--- src/rtl/uart_tx_frame.sv ---
// uart_tx_frame: 8N1 serial transmitter.
// Sends a start bit (0), eight data bits LSB-first, then a stop bit (1).
// Every bit is held for CLKS_PER_BIT clocks. All outputs come from flops.
module uart_tx_frame #(
  parameter int CLKS_PER_BIT = 10
) (
  input  logic       clk,
  input  logic       rst,
  input  logic       tx_start,
  input  logic [7:0] tx_data,
  output logic       tx_out,
  output logic       tx_busy,
  output logic       tx_done
);

  localparam int CNT_W = (CLKS_PER_BIT > 1) ? $clog2(CLKS_PER_BIT) : 1;
  localparam logic [CNT_W-1:0] CNT_LAST = CNT_W'(CLKS_PER_BIT - 1);

  typedef enum logic [1:0] {
    IDLE,
    START,
    DATA,
    STOP
  } state_t;

  state_t           state, state_nx;
  logic [CNT_W-1:0] cnt, cnt_nx;
  logic [2:0]       idx, idx_nx;
  logic [7:0]       shift, shift_nx;
  logic             out_nx, busy_nx, done_nx;
  logic             term;

  assign term = (cnt == CNT_LAST);

  // State, datapath and output registers; reset forces an idle-high line.
  always_ff @(posedge clk or posedge rst) begin
    if (rst) begin
      state   <= IDLE;
      cnt     <= '0;
      idx     <= '0;
      shift   <= '0;
      tx_out  <= 1'b1;
      tx_busy <= 1'b0;
      tx_done <= 1'b0;
    end else begin
      state   <= state_nx;
      cnt     <= cnt_nx;
      idx     <= idx_nx;
      shift   <= shift_nx;
      tx_out  <= out_nx;
      tx_busy <= busy_nx;
      tx_done <= done_nx;
    end
  end

  // Next-state, bit timing and shift control. The output values are derived
  // from the next state so that the registered outputs line up with the state.
  always_comb begin
    state_nx = state;
    cnt_nx   = cnt;
    idx_nx   = idx;
    shift_nx = shift;
    done_nx  = 1'b0;

    case (state)
      IDLE: begin
        if (tx_start) begin
          shift_nx = tx_data;
          cnt_nx   = '0;
          idx_nx   = '0;
          state_nx = START;
        end
      end
      START: begin
        if (term) begin
          cnt_nx   = '0;
          state_nx = DATA;
        end else begin
          cnt_nx = cnt + 1'b1;
        end
      end
      DATA: begin
        if (term) begin
          cnt_nx   = '0;
          shift_nx = {1'b0, shift[7:1]};
          idx_nx   = idx + 3'd1;
          if (idx == 3'd7) begin
            state_nx = STOP;
          end
        end else begin
          cnt_nx = cnt + 1'b1;
        end
      end
      STOP: begin
        if (term) begin
          cnt_nx   = '0;
          state_nx = IDLE;
          done_nx  = 1'b1;
        end else begin
          cnt_nx = cnt + 1'b1;
        end
      end
      default: begin
        state_nx = IDLE;
      end
    endcase

    case (state_nx)
      START:   out_nx = 1'b0;
      DATA:    out_nx = shift_nx[0];
      default: out_nx = 1'b1;
    endcase
    busy_nx = (state_nx != IDLE);
  end

endmodule

--- config.mk ---
export PLATFORM = sky130hd
export DESIGN_NAME = uart_tx_frame
export DESIGN_NICKNAME = d
export VERILOG_FILES = /design/src/rtl/uart_tx_frame.sv
export SDC_FILE = /design/constraint.sdc
export NUM_CORES = 1
export LEC_CHECK = 0
export BUFFER_PORTS_ARGS = -buffer_cell sky130_fd_sc_hd__clkbuf_2
export CORE_ASPECT_RATIO = 1.25
export CORE_MARGIN = 1.5
export CORE_UTILIZATION = 32
export CTS_CLUSTER_DIAMETER = 60
export CTS_CLUSTER_SIZE = 16
export DETAILED_ROUTE_END_ITERATION = 6
export GPL_ROUTABILITY_DRIVEN = 0
export MAX_ROUTING_LAYER = met4
export PLACE_DENSITY = 0.49
export SYNTH_ARGS = -nofsm -noshare
export SYNTH_HDL_FRONTEND = slang
export SYNTH_SLANG_ARGS = --single-unit
--- constraint.sdc ---
create_clock -name clk -period 2.16 [get_ports clk]
set_input_delay 0.108 -clock clk [delete_from_list [all_inputs] [get_ports clk]]
set_output_delay 0.108 -clock clk [all_outputs]
set_load 0.1 [all_outputs]
==> impl_metrics.csv, run 1 <==
group,metric,value,unit
timing,hold_violations,0,
logic_synthesis,yosysTopAreaCell,"dfrtp_1",
clock_tree,clockBufferDepth,2,
logic_synthesis,synthCells,92,
timing,setup_tns,0,ps
hold_path,hold_path_class,"in2reg",
detailed_routing,highest-signal-layer,"met4",
global_routing,grt_pass1_vias,714,
critical_path,worstPathMaxFanout,12,
timing,setup_viol,0,
logic_synthesis,synth_cell_type_count,34,
detailed_routing,wl_met1,835,microns
detailed_routing,drt-total-wl,1.77,mm
outcome,run_status,"finished, final reports clean",
clock_tree,numCtsBuffers,3,
timing,fin_crit_sh,76.4,%
power_and_ir_drop,power_density,1410,mW/mm^2
floorplanning,io_pins,14,
power_and_ir_drop,combPwrFrac,35.8,%
timing,tightest_slew,752,ps
detailed_routing,vias,714,
critical_path,worstSetupPathType,"reg2reg",
logic_synthesis,synthTopCellsByCount,"19 x dfrtp_1, 8 x nand2_1, 7 x o21ai_0",
critical_path,slowest_delay,410,ps
place,hpwlAfterDp,1.28,mm
timing,period_needed,1650,ps
timing,final-max-slew-violation-count,0,
timing,max_freq,606,MHz
floorplanning,die_y,66.8,microns
timing,setup_ws,510,ps
logic_synthesis,synthFlopType,"dfrtp_1",
run,cap_violations,0,
critical_path,worst_setup_path_end_kind,"flop",
power_and_ir_drop,clkPwrFrac,22.3,%
global_routing,grt_start_max_net_pins,21,
floorplanning,core.rowCount,23,
logic_synthesis,synthArstFlopShare,100,%
power_and_ir_drop,peakVddDrop,0.524,mV
logic_synthesis,ys_ff_latch,20,
critical_path,cp-start-kind,"flop",
floorplanning,dieArea,0.00361,sq mm
place,portBuffers,13,
clock_tree,clk_pin_slew_worst_paths,80,ps
logic_synthesis,seq_area_frac_synth,48.1,%
critical_path,regToRegSetupSlack,510,ps
floorplanning,coreArea,0.00317,sq mm
detailed_routing,vias_per_cell,4.99,
cells_and_area,antenna_cells,0,
clock_tree,clk_latency,260,ps
cells_and_area,syn2layout_area_growth,14.2,%
logic_synthesis,synth.top_cells.by_area,"dfrtp_1 46%, a221o_1 5.8%, ha_1 4.8%, and2_2 4.3%, buf_6 4.3%",
logic_synthesis,yosys.cell_count.top_type,"dfrtp_1",
global_routing,antenna_found_initial,0,
power_and_ir_drop,cellLeakagePower,0.555,nW
detailed_routing,dr.pass1.iters,4,
critical_path,cp.arrival,1790,ps
cells_and_area,num-nets-final,122,
clock_tree,cts_tree,"done",
clock_tree,clock_sinks,20,
cells_and_area,drive_gt1_share,33.0,%
global_routing,grt_usage,12.4,%
logic_synthesis,avgSynthCellArea,11.3,sq um
place,post-place-ws,497,ps
timing,relSlewSlack,49.8,%
critical_path,crit_slowest_cell,"dfrtp_1",
power_and_ir_drop,p_sw_share,37.0,%
critical_path,path_cells,"inv_1 -> ha_1 -> and3b_4 -> and2_4 -> nor2_2 -> a221o_1",
clock_tree,root_buffer,"clkbuf_8",
detailed_routing,drc,0,
detailed_routing,drt_iter0_drc,17,
detailed_routing,route.met2.wl,866,microns
global_routing,gr-total-overflow,0,
logic_synthesis,synth-edff-count,0,
floorplanning,die_w,54.0,microns
timing,rsz0062_at_grt,"false",
power_and_ir_drop,seqPwrFrac,41.9,%
detailed_routing,wl_per_cell,12.4,microns
power_and_ir_drop,p_int,0.00105,W
critical_path,cp.required,2300,ps
critical_path,critPathBufInv,1,
critical_path,cp_top_family,"simple AND/OR/NAND/NOR gates",
timing,skew,5.07,ps
detailed_routing,dr_wl_met3,45,microns
logic_synthesis,yosys_warnings,0,
power_and_ir_drop,p_sw,0.000618,W
floorplanning,start_util,32.9,%
global_routing,grt_pass1_wl,3.11,mm
logic_synthesis,synthesis.area,0.00104,sq mm
logic_synthesis,synth_nets,107,
logic_synthesis,synth_top_area_share,45.6,%
clock_tree,htreeDepth,1,
detailed_routing,ant_nets,0,
-- cell usage in the layout (no fill, tap or decap), types with 2 or more instances in the layout --
cell	Yosys	layout
a221o_1	6	6
and2_2	6	6
clkbuf_2	0	13
clkbuf_8	0	3
dfrtp_1	19	19
ha_1	4	4
inv_1	4	4
mux2_2	2	2
nand2_1	8	8
nor2_1	4	4
nor2_2	2	2
nor3_1	2	2
nor3b_1	2	2
o21ai_0	7	7
o31ai_1	2	2
-- power by group through the flow --
stage	sequential (W)	combinational (W)	clock [W]
after floorplan	0.000769	0.000463	0
after global placement	0.000711	0.000599	0
after detailed placement	0.000710	0.000600	0
after CTS	0.000702	0.000608	0.000386
after global routing	0.000733	0.000675	0.000407
final	0.000701	0.000599	0.000372
-- layer usage --
layer  vias to the layer above  GRT usage (%)
met5                         -              -
met2                         9           19.4
met3                         2           2.02
li1                        354              -
met1                       349           14.8
met4                         0           7.50
-- what timing repair did --
action                    in CTS  in global routing
hold endpoints to repair      19                  0
hold buffers                   1                  0
buffers inserted               0                  0
resized for setup              0                  0
-- stage by stage --
| stage | std cells | instance area (sq um) | util [%] | power [W] | hold WS, ps |
|---|---|---|---|---|---|
| after floorplan | 92 | 1040 | - | 0.00123 | 71.1 |
| after global placement | 138 | 1110 | 35.0 | 0.00131 | 268 |
| after detailed placement | 138 | 1110 | 35.0 | 0.00131 | 275 |
| after CTS | 143 | 1190 | 37.6 | 0.00170 | 75.9 |
| after global routing | 143 | 1190 | 37.6 | 0.00182 | 63.8 |
| final | 143 | 1190 | 37.6 | 0.00167 | 76.6 |
-- worst paths after layout --
kind                               startpoint                   end  cells after the start
max                        cnt[1]$_DFFE_PP0P_  shift[3]$_DFFE_PP0P_                      6
max in group asynchronous                 rst    cnt[2]$_DFFE_PP0P_                      3
min reg2reg                cnt[3]$_DFFE_PP0P_    cnt[3]$_DFFE_PP0P_                      1
min                                tx_data[7]  shift[7]$_DFFE_PP0P_                      2
min in group asynchronous                 rst  shift[1]$_DFFE_PP0P_                      3
max reg2reg                cnt[1]$_DFFE_PP0P_  shift[3]$_DFFE_PP0P_                      6
-- layout make-up --
type / instances / area [sq um]
well taps: 37 / 46.3
multi-input cells: 64 / 480
flip-flops and latches: 20 / 502
inverters: 4 / 15.0
clock inverters: 1 / 30.0
repair buffers: 14 / 75.1
clock buffers: 3 / 41.3
fillers: 339 / 1980
-- logic make-up (layout without fill, tap and decap cells) --
family	count (synthesis)	in the layout	synth area share [%]
buffers and inverters	8	22	5.76
adders and majority gates	4	4	4.80
AOI/OAI and AO/OA	21	21	16.1
muxes	2	2	2.16
DFF	20	20	48.1
and+or+nand+nor	36	36	22.2
xor gates and xnor gates	1	1	0.840
-- registers in the layout, indices dropped and copies added, names as in the netlist --
name,cells
shift,8
tx_busy,1
tx_out,1
idx,3
tx_done,1
cnt,4
state,2
Power figures use the tool's default switching activity.
==> run 2, diff against run 1 <==
- PLACE_DENSITY: 0.49 -> 0.51
- clock period: 2.16 -> 1.3 ns (I/O delays scaled with it)
==> run 2 against run 1 <==
Effect of this change: critical endpoint is now tx_busy$_DFF_PP0_; largest power group is now combinational cells; clock power increased by 14%; the run now ends with negative setup slack left; first-iteration DRC count grew 53%; die area unchanged; sequential power increased by 54%.
==> impl_metrics.csv, run 2 (synthesized netlist as in run 1, its figures left out) <==
group,metric,value,unit
clock_tree,clockBufferDepth,2,
clock_tree,clock_sinks,20,
timing,max_freq,657,MHz
floorplanning,die_w,54.0,microns
detailed_routing,drc,0,
cells_and_area,drive_gt1_share,56.4,%
floorplanning,coreArea,0.00317,sq mm
power_and_ir_drop,finalPower,0.00343,W
critical_path,regToRegSetupSlack,-220,ps
clock_tree,numCtsBuffers,3,
power_and_ir_drop,p_sw_share,37.4,%
clock_tree,cts_tree,"done",
global_routing,antenna_found_initial,0,
power_and_ir_drop,cellLeakagePower,0.724,nW
critical_path,cp.required,1450,ps
clock_tree,clk_pin_slew_worst_paths,80,ps
outcome,run_status,"finished, violations left",
timing,setup_ws,-221,ps
place,placed_area,0.00133,sq mm
critical_path,cp.arrival,1670,ps
timing,period_needed,1520,ps
detailed_routing,vias_per_cell,4.85,
hold_path,hold_path_class,"in2reg",
timing,fin_crit_sh,117,%
detailed_routing,drt-total-wl,2.35,mm
place,portBuffers,13,
cells_and_area,biggestRegsByFlops,"shift x8, cnt x4, idx x3",
clock_tree,root_buffer,"clkbuf_8",
power_and_ir_drop,p_int,0.00215,W
critical_path,reg2reg_depth,7,
global_routing,grt_start_max_net_pins,13,
run,cap_violations,0,
cells_and_area,layout_common_cells,"20 x buf_4, 19 x dfrtp_1, 12 x clkbuf_2",
detailed_routing,wl_per_cell,13.8,microns
cells_and_area,final_common_cell,"buf_4",
floorplanning,dieArea,0.00361,sq mm
floorplanning,core.rowCount,23,
floorplanning,io_pins,14,
outcome,failed_checks,"negative setup slack",
critical_path,worstPathMaxFanout,4,
global_routing,grt_usage,15.7,%
timing,whs,17.8,ps
cells_and_area,syn2layout_area_growth,46.1,%
timing,setup_viol,17,
critical_path,worst_setup_path_end_kind,"flop",
global_routing,gr-total-overflow,0,
global_routing,grt_pass1_vias,903,
global_routing,grt_pass1_wl,3.95,mm
timing,tightest_slew,539,ps
power_and_ir_drop,combPwrFrac,56.1,%
cells_and_area,largest_register_ffs,8,
cells_and_area,antenna_cells,0,
place,post-place-ws,-198,ps
detailed_routing,dr.pass1.iters,4,
cells_and_area,num-nets-final,149,
timing,relSlewSlack,64.2,%
power_and_ir_drop,seqPwrFrac,31.5,%
floorplanning,die_y,66.8,microns
cells_and_area,final_area,0.00152,sq mm
cells_and_area,final_util,48.1,%
detailed_routing,ant_nets,0,
power_and_ir_drop,power_density,2250,mW/mm^2
critical_path,cp-start-kind,"flop",
critical_path,worstSetupPathType,"reg2reg",
timing,skew,2.42,ps
power_and_ir_drop,clkPwrFrac,12.4,%
detailed_routing,drt_iter0_drc,26,
cells_and_area,largest_register,"shift",
place,hpwlAfterDp,1.73,mm
power_and_ir_drop,p_sw,0.00128,W
timing,final-max-slew-violation-count,0,
clock_tree,htreeDepth,1,
hold_path,hold_depth,2,
power_and_ir_drop,peakVddDrop,1.20,mV
floorplanning,start_util,32.9,%
clock_tree,clk_latency,260,ps
timing,hold_violations,0,
detailed_routing,vias,824,
timing,rsz0062_at_grt,"true",
## run 2: cell count changes in the layout (fill, tap and decap cells not counted), sizes merged
cell / before / now
buf: 0 / 28
bufinv: 1 / 0
## run 2: timing repair
action,CTS,global route
gates resized for setup,16,9
endpoints found under the setup margin,19,19
endpoints found under the hold margin,7,0
setup buffers,2,4
hold buffers,1,0
pin swaps,3,5
## run 2: final timing paths
kind,from,to
min in group asynchronous,rst,cnt[0]$_DFFE_PP0P_
hold reg to reg,shift[6]$_DFFE_PP0P_,shift[5]$_DFFE_PP0P_
hold / removal,tx_data[7],shift[7]$_DFFE_PP0P_
setup / recovery,cnt[1]$_DFFE_PP0P_,tx_busy$_DFF_PP0_
max in group asynchronous,rst,shift[3]$_DFFE_PP0P_
setup reg to reg,cnt[1]$_DFFE_PP0P_,tx_busy$_DFF_PP0_
## run 2: power groups by stage
stage / Clock, W / Combinational, W / Sequential [W]
5_1_grt: 0.000469 / 0.00209 / 0.00112
3_3_place_gp: 0 / 0.00155 / 0.00109
2_1_floorplan: 0 / 0.000803 / 0.00128
4_1_cts: 0.000430 / 0.00180 / 0.00108
6_report: 0.000425 / 0.00192 / 0.00108
3_5_place_dp: 0 / 0.00159 / 0.00109
## run 2: cell type report
class	count	area, sq um
clock buffers	4	45.0
fillers	313	1640
well taps	37	46.3
inverters	4	15.0
flip-flops and latches	20	502
repair buffers	41	345
multi-input cells	64	569
## run 2: critical path, cell delays in order (launching register included)
cell and delay [ps]:
dfrtp_1 360, inv_1 50, ha_2 170, and3b_4 190, buf_12 130, a311o_1 350
nand2_2 100, o21ai_2 60
## run 2: metal layers
layer	part of all wire, %	GRT usage [%]	up-vias
met5	0	-	-
met4	0.34	4.69	0
met3	2.7	2.02	2
met2	56	28.4	14
met1	41	17.5	402
li1	-	-	406
## run 2: stage by stage
step	TNS [ps]	cells
6_report	-2600	170
5_1_grt	-3840	170
4_1_cts	-2390	167
3_5_place_dp	-2110	160
3_3_place_gp	-1530	160
2_1_floorplan	-1110	92
